## src/rtl/bmat_pkg.sv

```systemverilog
// Package: bmat_pkg
// Purpose: shared types and constants for the bit-matrix multiply issue/writeback
//          slice. Holds the datapath width, the reduce-operation encoding and the
//          packed result record that travels through the result FIFO.
// Contents:
//   XLEN        - datapath width of the bit-matrix operands and result
//   BMAT_TAG_W  - default width of the opaque request tag
//   bmat_op_e   - reduce operation (OR reduce vs parity reduce)
//   bmat_res_t  - {rd, tag} record as stored in the result buffer
package bmat_pkg;

    localparam int XLEN       = 64;
    localparam int BMAT_TAG_W = 5;

    typedef enum logic {
        BMAT_OR  = 1'b0,
        BMAT_XOR = 1'b1
    } bmat_op_e;

    typedef struct packed {
        logic [XLEN-1:0]       rd;
        logic [BMAT_TAG_W-1:0] tag;
    } bmat_res_t;

endpackage

```

## src/rtl/bmat_issue_wb_fifo.sv

```systemverilog
// Module: bmat_res_fifo
// Purpose: flop-array result FIFO for the bit-matrix writeback path. Entries are
//          written at the tail on push and read from the head on pop; the head is
//          presented combinationally and forced to zero while the FIFO is empty.
// Ports:
//   clock        in   rising-edge clock
//   reset        in   synchronous active-high reset (pointers and count only)
//   push_i       in   write push_data_i at the tail this cycle
//   pop_i        in   retire the head entry this cycle (ignored when empty)
//   push_data_i  in   W-bit payload to store
//   count_o      out  number of valid entries, 0..DEPTH
//   head_o       out  payload at the head, zero when empty
module bmat_res_fifo #(
    parameter int DEPTH = 4,
    parameter int W     = 69
) (
    input  logic                         clock,
    input  logic                         reset,
    input  logic                         push_i,
    input  logic                         pop_i,
    input  logic [W-1:0]                 push_data_i,
    output logic [$clog2(DEPTH+1)-1:0]   count_o,
    output logic [W-1:0]                 head_o
);

    localparam int PW = $clog2(DEPTH);
    localparam int CW = $clog2(DEPTH+1);

    logic [W-1:0]  mem_q [DEPTH];
    logic [PW-1:0] wr_ptr_q;
    logic [PW-1:0] rd_ptr_q;
    logic [CW-1:0] count_q;
    logic          do_pop;

    // Pointers wrap explicitly so that non-power-of-two depths work.
    function automatic logic [PW-1:0] nextPtr(input logic [PW-1:0] p);
        return (p == PW'(DEPTH-1)) ? '0 : p + 1'b1;
    endfunction

    assign do_pop = pop_i && (count_q != '0);

    // Pointer, count and storage update. A simultaneous push and pop leaves the
    // count untouched at any fill level, including the full-minus-one and single
    // entry cases. Storage itself is not reset; the empty check masks stale data.
    always_ff @(posedge clock) begin
        if (reset) begin
            wr_ptr_q <= '0;
            rd_ptr_q <= '0;
            count_q  <= '0;
        end else begin
            if (push_i) begin
                mem_q[wr_ptr_q] <= push_data_i;
                wr_ptr_q        <= nextPtr(wr_ptr_q);
            end
            if (do_pop) begin
                rd_ptr_q <= nextPtr(rd_ptr_q);
            end
            case ({push_i, do_pop})
                2'b10:   count_q <= count_q + 1'b1;
                2'b01:   count_q <= count_q - 1'b1;
                default: count_q <= count_q;
            endcase
        end
    end

    // The upstream credit scheme must never let a push land on a full buffer.
    always_ff @(posedge clock) begin
        if (!reset) begin
            assert (!(push_i && (count_q == CW'(DEPTH))));
        end
    end

    assign count_o = count_q;
    assign head_o  = (count_q != '0) ? mem_q[rd_ptr_q] : '0;

endmodule

```

## src/rtl/bmat_issue_wb.sv

```systemverilog
// Module: bmat_issue_wb
// Purpose: issue/writeback wrapper around a registered 64-bit bit-matrix multiply
//          core (1-cycle latency, no handshake). Requests are accepted over
//          valid/ready and driven to the core in the accept cycle; the core result
//          is captured the following cycle, tagged and buffered for writeback.
//          Issue is credit-based, so results are never lost under backpressure.
// Ports:
//   clock, reset        rising-edge clock, synchronous active-high reset
//   in_valid/in_ready   request handshake
//   in_xor              1 = parity reduce (bmatxor), 0 = OR reduce (bmator)
//   in_rs1/in_rs2       operand matrices (byte k = row k)
//   in_tag              opaque request tag returned with the result
//   core_xoren/rs1/rs2  operands to the core, zero unless a request is accepted
//   core_rd             core result, valid the cycle after issue
//   out_valid/out_ready result handshake (FIFO head)
//   out_rd/out_tag      result data and tag, zero when nothing is buffered
//   busy                a request is in flight or a result is buffered
module bmat_issue_wb
    import bmat_pkg::*;
#(
    parameter int TAG_W = BMAT_TAG_W,
    parameter int DEPTH = 4
) (
    input  logic             clock,
    input  logic             reset,
    input  logic             in_valid,
    output logic             in_ready,
    input  logic             in_xor,
    input  logic [XLEN-1:0]  in_rs1,
    input  logic [XLEN-1:0]  in_rs2,
    input  logic [TAG_W-1:0] in_tag,
    output logic             core_xoren,
    output logic [XLEN-1:0]  core_rs1,
    output logic [XLEN-1:0]  core_rs2,
    input  logic [XLEN-1:0]  core_rd,
    output logic             out_valid,
    input  logic             out_ready,
    output logic [XLEN-1:0]  out_rd,
    output logic [TAG_W-1:0] out_tag,
    output logic             busy
);

    localparam int CW = $clog2(DEPTH+1);
    localparam int SW = CW + 1;
    localparam int W  = XLEN + TAG_W;

    logic             issue_q;
    logic [TAG_W-1:0] tag_q;
    logic [CW-1:0]    count;
    logic [W-1:0]     head;
    logic [SW-1:0]    credit_used;
    logic             fire;
    logic             pop;
    logic             has_data;
    bmat_op_e         op;

    // Credits cover buffered results plus the one result the core is producing.
    // Pops deliberately do not return credit in the same cycle, which keeps
    // out_ready off any combinational path to in_ready.
    assign credit_used = {1'b0, count} + SW'(issue_q);
    assign in_ready    = ~reset & (credit_used < SW'(DEPTH));
    assign fire        = in_valid & in_ready;

    // The core samples its operands in the accept cycle, so drive them directly.
    assign op         = bmat_op_e'(in_xor);
    assign core_xoren = fire & (op == BMAT_XOR);
    assign core_rs1   = fire ? in_rs1 : '0;
    assign core_rs2   = fire ? in_rs2 : '0;

    // One-stage pipe that marks which cycle carries a valid core result and
    // which tag belongs to it. Clearing issue_q on reset discards a result that
    // the core returns right after reset.
    always_ff @(posedge clock) begin
        if (reset) begin
            issue_q <= 1'b0;
            tag_q   <= '0;
        end else begin
            issue_q <= fire;
            tag_q   <= in_tag;
        end
    end

    bmat_res_fifo #(
        .DEPTH (DEPTH),
        .W     (W)
    ) u_res_fifo (
        .clock       (clock),
        .reset       (reset),
        .push_i      (issue_q),
        .pop_i       (pop),
        .push_data_i ({core_rd, tag_q}),
        .count_o     (count),
        .head_o      (head)
    );

    // Outputs are masked during reset so nothing left over from before the
    // reset is visible while it is being held.
    assign has_data  = ~reset & (count != '0);
    assign out_valid = has_data;
    assign pop       = out_valid & out_ready;
    assign out_rd    = has_data ? head[W-1:TAG_W] : '0;
    assign out_tag   = has_data ? head[TAG_W-1:0] : '0;
    assign busy      = ~reset & (issue_q | (count != '0));

endmodule

```

## config.mk

```make
export PLATFORM = sky130hd
export DESIGN_NAME = bmat_issue_wb
export DESIGN_NICKNAME = d
export VERILOG_FILES = /design/src/rtl/bmat_pkg.sv /design/src/rtl/bmat_issue_wb_fifo.sv /design/src/rtl/bmat_issue_wb.sv
export SDC_FILE = /design/constraint.sdc
export NUM_CORES = 1
export LEC_CHECK = 0
export BUFFER_PORTS_ARGS = -buffer_cell sky130_fd_sc_hd__buf_2
export CELL_PAD_IN_SITES_DETAIL_PLACEMENT = 0
export CELL_PAD_IN_SITES_GLOBAL_PLACEMENT = 1
export CORE_MARGIN = 3
export CORE_UTILIZATION = 43
export CTS_BUF_LIST = sky130_fd_sc_hd__clkbuf_4
export DETAILED_ROUTE_END_ITERATION = 16
export PLACE_DENSITY = 0.89
export SLEW_MARGIN = 25
export SYNTH_ARGS = -nofsm -noshare
export SYNTH_HDL_FRONTEND = slang
export SYNTH_SLANG_ARGS = --single-unit
```

## constraint.sdc

```tcl
create_clock -name clock -period 3.22 [get_ports clock]
set_input_delay 0.644 -clock clock [delete_from_list [all_inputs] [get_ports clock]]
set_output_delay 0.644 -clock clock [all_outputs]
set_load 0.03 [all_outputs]
```

==> results.json <==
{
  "nNetsFinal": 1300,
  "fp.dieH_um": 172.9,
  "cts_tree": "built",
  "slew_headroom_pct": 55.81,
  "vias": 7701,
  "grt_max_degree": 132,
  "maxSlewViolCount": 0,
  "seqCellArea_sq_um": 8596,
  "syn_area_per_cell_sq_um": 18.28,
  "synth_cells": 655,
  "ctsHoldBuffers": 0,
  "path_class": "reg -> out",
  "tns_ns": 0,
  "synth_top_area_share_pct": 69.21,
  "synth.area.top_cells": "edfxtp_1, mux4_2, and3_1",
  "htreeDepth": 3,
  "critPathMaxStageDelay_ns": 0.54,
  "skew_ns": 0.07071,
  "antenna_found_initial": 10,
  "grt_use_total_pct": 22.93,
  "fin_crit_sh_pct": 92.53,
  "place_congestion": 0.8867,
  "hp-class": "in -> reg",
  "nFillCells": 2249,
  "finalSetupViolations": 0,
  "start_util_pct": 44.07,
  "ys_ff_latch": 291,
  "cts.clk_slew.worst_paths_ns": 0.07,
  "cts_root_buffer": "clkbuf_4",
  "io_buffers": 402,
  "dr.pass1.iters": 5,
  "cts_resized": 0,
  "min_path_cells": 1,
  "p_leak_nw": 6.516,
  "ys_top_cells_by_count": "edfxtp_1, and3_1, and2_1",
  "finalNonFillerCells": 1516,
  "vias_per_cell": 5.080,
  "cts-buffers-inserted": 69,
  "setup.worst_path.start_class": "flop",
  "drive_above_1_share_pct": 53.13,
  "clk_latency_ns": 0.67,
  "status": "finished clean",
  "async_reset_ff_share_pct": 0,
  "ys.flop_type": "edfxtp_1",
  "die_x_um": 172.9,
  "syn2layout_area_growth_pct": 27.98,
  "grt_pass1_wl_um": 51430,
  "drcViolationCount": 0,
  "synth_most_common_cell": "edfxtp_1",
  "rr_worst_depth": 7,
  "cp_max_fo": 30,
  "crit_path_end_kind": "primary output",
  "fin_crit_ns": 2.979,
  "cts.path.max_buffers": 3,
  "ir_worst_vdd_v": 0.0002124,
  "post_drt_wl_per_cell_um": 22.96,
  "ys_seq_area_share_pct": 71.72,
  "whs_ns": 0.1893,
  "overflow": 0,
  "crit_path_cell_trace": "buf_12, mux4_2, and2_1, buf_2",
  "power.density_nw_per_um2": 544.0,
  "io_pins": 403,
  "cp_slowest_cell": "mux4_2",
  "drt_iter0_drc": 515,
  "dp.final_hpwl_um": 24760,
  "synth_edf_count": 276,
  "synth_top_cell_by_area": "edfxtp_1",
  "synth_nets": 864,
  "yosys.cell_types.count": 27,
  "cts_setup_buffers": 0,
  "core_sq_um": 27180,
  "tightest_slew_ns": 0.6629,
  "fmax_ghz": 0.3356,
  "rows": 60,
  "ys_warn_count": 0,
  "grt_pass1_vias": 8106,
  "placed_cells": 1392,
  "netlist_area_sq_um": 11980,
  "wirelength_um": 34800,
  "rsz0062_at_grt": "no",
  "final-hold-violation-count": 0,
  "arrival_ns": 2.34,
  "multiInputGateArea_sq_um": 3139,
  "cts_sinks": 291,
  "dieArea_sq_um": 29890,
  "ant_nets": 0,
  "maxCapViolCount": 0,
  "worstPathRequired_ns": 2.58
}
-- cells by family after synthesis --
family                     after synthesis  synth area share (%)
DFF                                    291                 71.72
adders and majority gates                7                0.7941
AOI/OAI and AO/OA                        5                0.2924
xor gates and xnor gates                 2                0.1463
buffers and inverters                   56                 2.309
and+or+nand+nor                        221                 11.41
muxes                                   73                 13.33
-- sequential cells by signal, indices dropped and copies added, names as in the netlist, named ones only --
name	count
u_res_fifo.mem_q	276
u_res_fifo.rd_ptr_q	2
u_res_fifo.wr_ptr_q	2
tag_q	5
issue_q	1
u_res_fifo.count_o	3
-- layer usage --
metal | share of wire (%) | vias up | track usage [%]
met5 | 0.046 | - | 0
met4 | 1.5 | 2 | 6.486
met3 | 8.5 | 40 | 6.961
met2 | 52 | 362 | 39.70
met1 | 38 | 3788 | 28.05
li1 | - | 3509 | -
-- area by class of cell --
cell class	instances	area share (%)
diodes	9	0.1470
clock buffers	99	4.849
clock inverters	16	0.6613
inverters	3	0.07348
multi-input cells	308	20.48
flip-flops and latches	291	56.09
well taps	372	3.037
repair buffers	418	14.66
-- power by group --
part	switching, W	leakage [nW]	total [W]	internal (W)
logic	0.000754	3.40	0.00127	0.000519
registers	0.0000491	2.62	0.00425	0.00420
clock network	0.00132	0.500	0.00281	0.00149
total	0.00212	6.52	0.00834	0.00621
-- per-stage QoR --
stage / setup slack, ns / instance area [sq um] / utilization [%] / total power [W]
floorplan: 0.1997 / 11980 / - / 0.005176
global placement: 0.5431 / 14460 / 53.20 / 0.005606
detailed placement: 0.5426 / 14460 / 53.20 / 0.005622
CTS: 0.1353 / 15300 / 56.31 / 0.008446
global route: 0.08756 / 15320 / 56.36 / 0.008732
finish: 0.2406 / 15330 / 56.39 / 0.008337
-- worst max-delay path: cells and delay by family (launching register included) --
kind | cells | cell delay (ns)
DFF | 1 | 0.52
and+or+nand+nor | 1 | 0.17
buffers and inverters | 2 | 0.46
muxes | 1 | 0.54
-- final timing paths --
kind | startpoint | to | slack, ns
worst max register to register | u_res_fifo.count_o[0] | u_res_fifo.count_o[2] | 0.81
worst min register to register | tag_q[3] | u_res_fifo.mem_q[0][3] | 0.49
worst min-delay path | core_rd[0] | u_res_fifo.mem_q[0][5] | 0.19
worst max-delay path | flop | out_rd[17] | 0.24
-- placed cells by master (no fill, tap or decap) --
cell type,count
a21oi_1,3
a311oi_4,1
and2_1,70
and2_4,4
and3_1,129
buf_12,9
buf_2,401
buf_4,8
bufinv_16,1
clkbuf_4,99
clkinv_1,9
clkinv_2,2
clkinv_4,1
clkinvlp_4,2
dfxtp_1,13
dfxtp_4,2
diode_2,9
edfxtp_1,276
fa_1,1
ha_1,6
inv_1,3
inv_2,1
mux2_2,2
mux2i_1,2
mux4_2,69
nor2_1,6
nor2_4,1
nor2b_1,7
nor3_1,1
nor3b_1,2
o21ai_0,1
or3_1,1
xnor2_1,1
xor2_1,1
No activity file was read; power rests on OpenSTA's default activity.
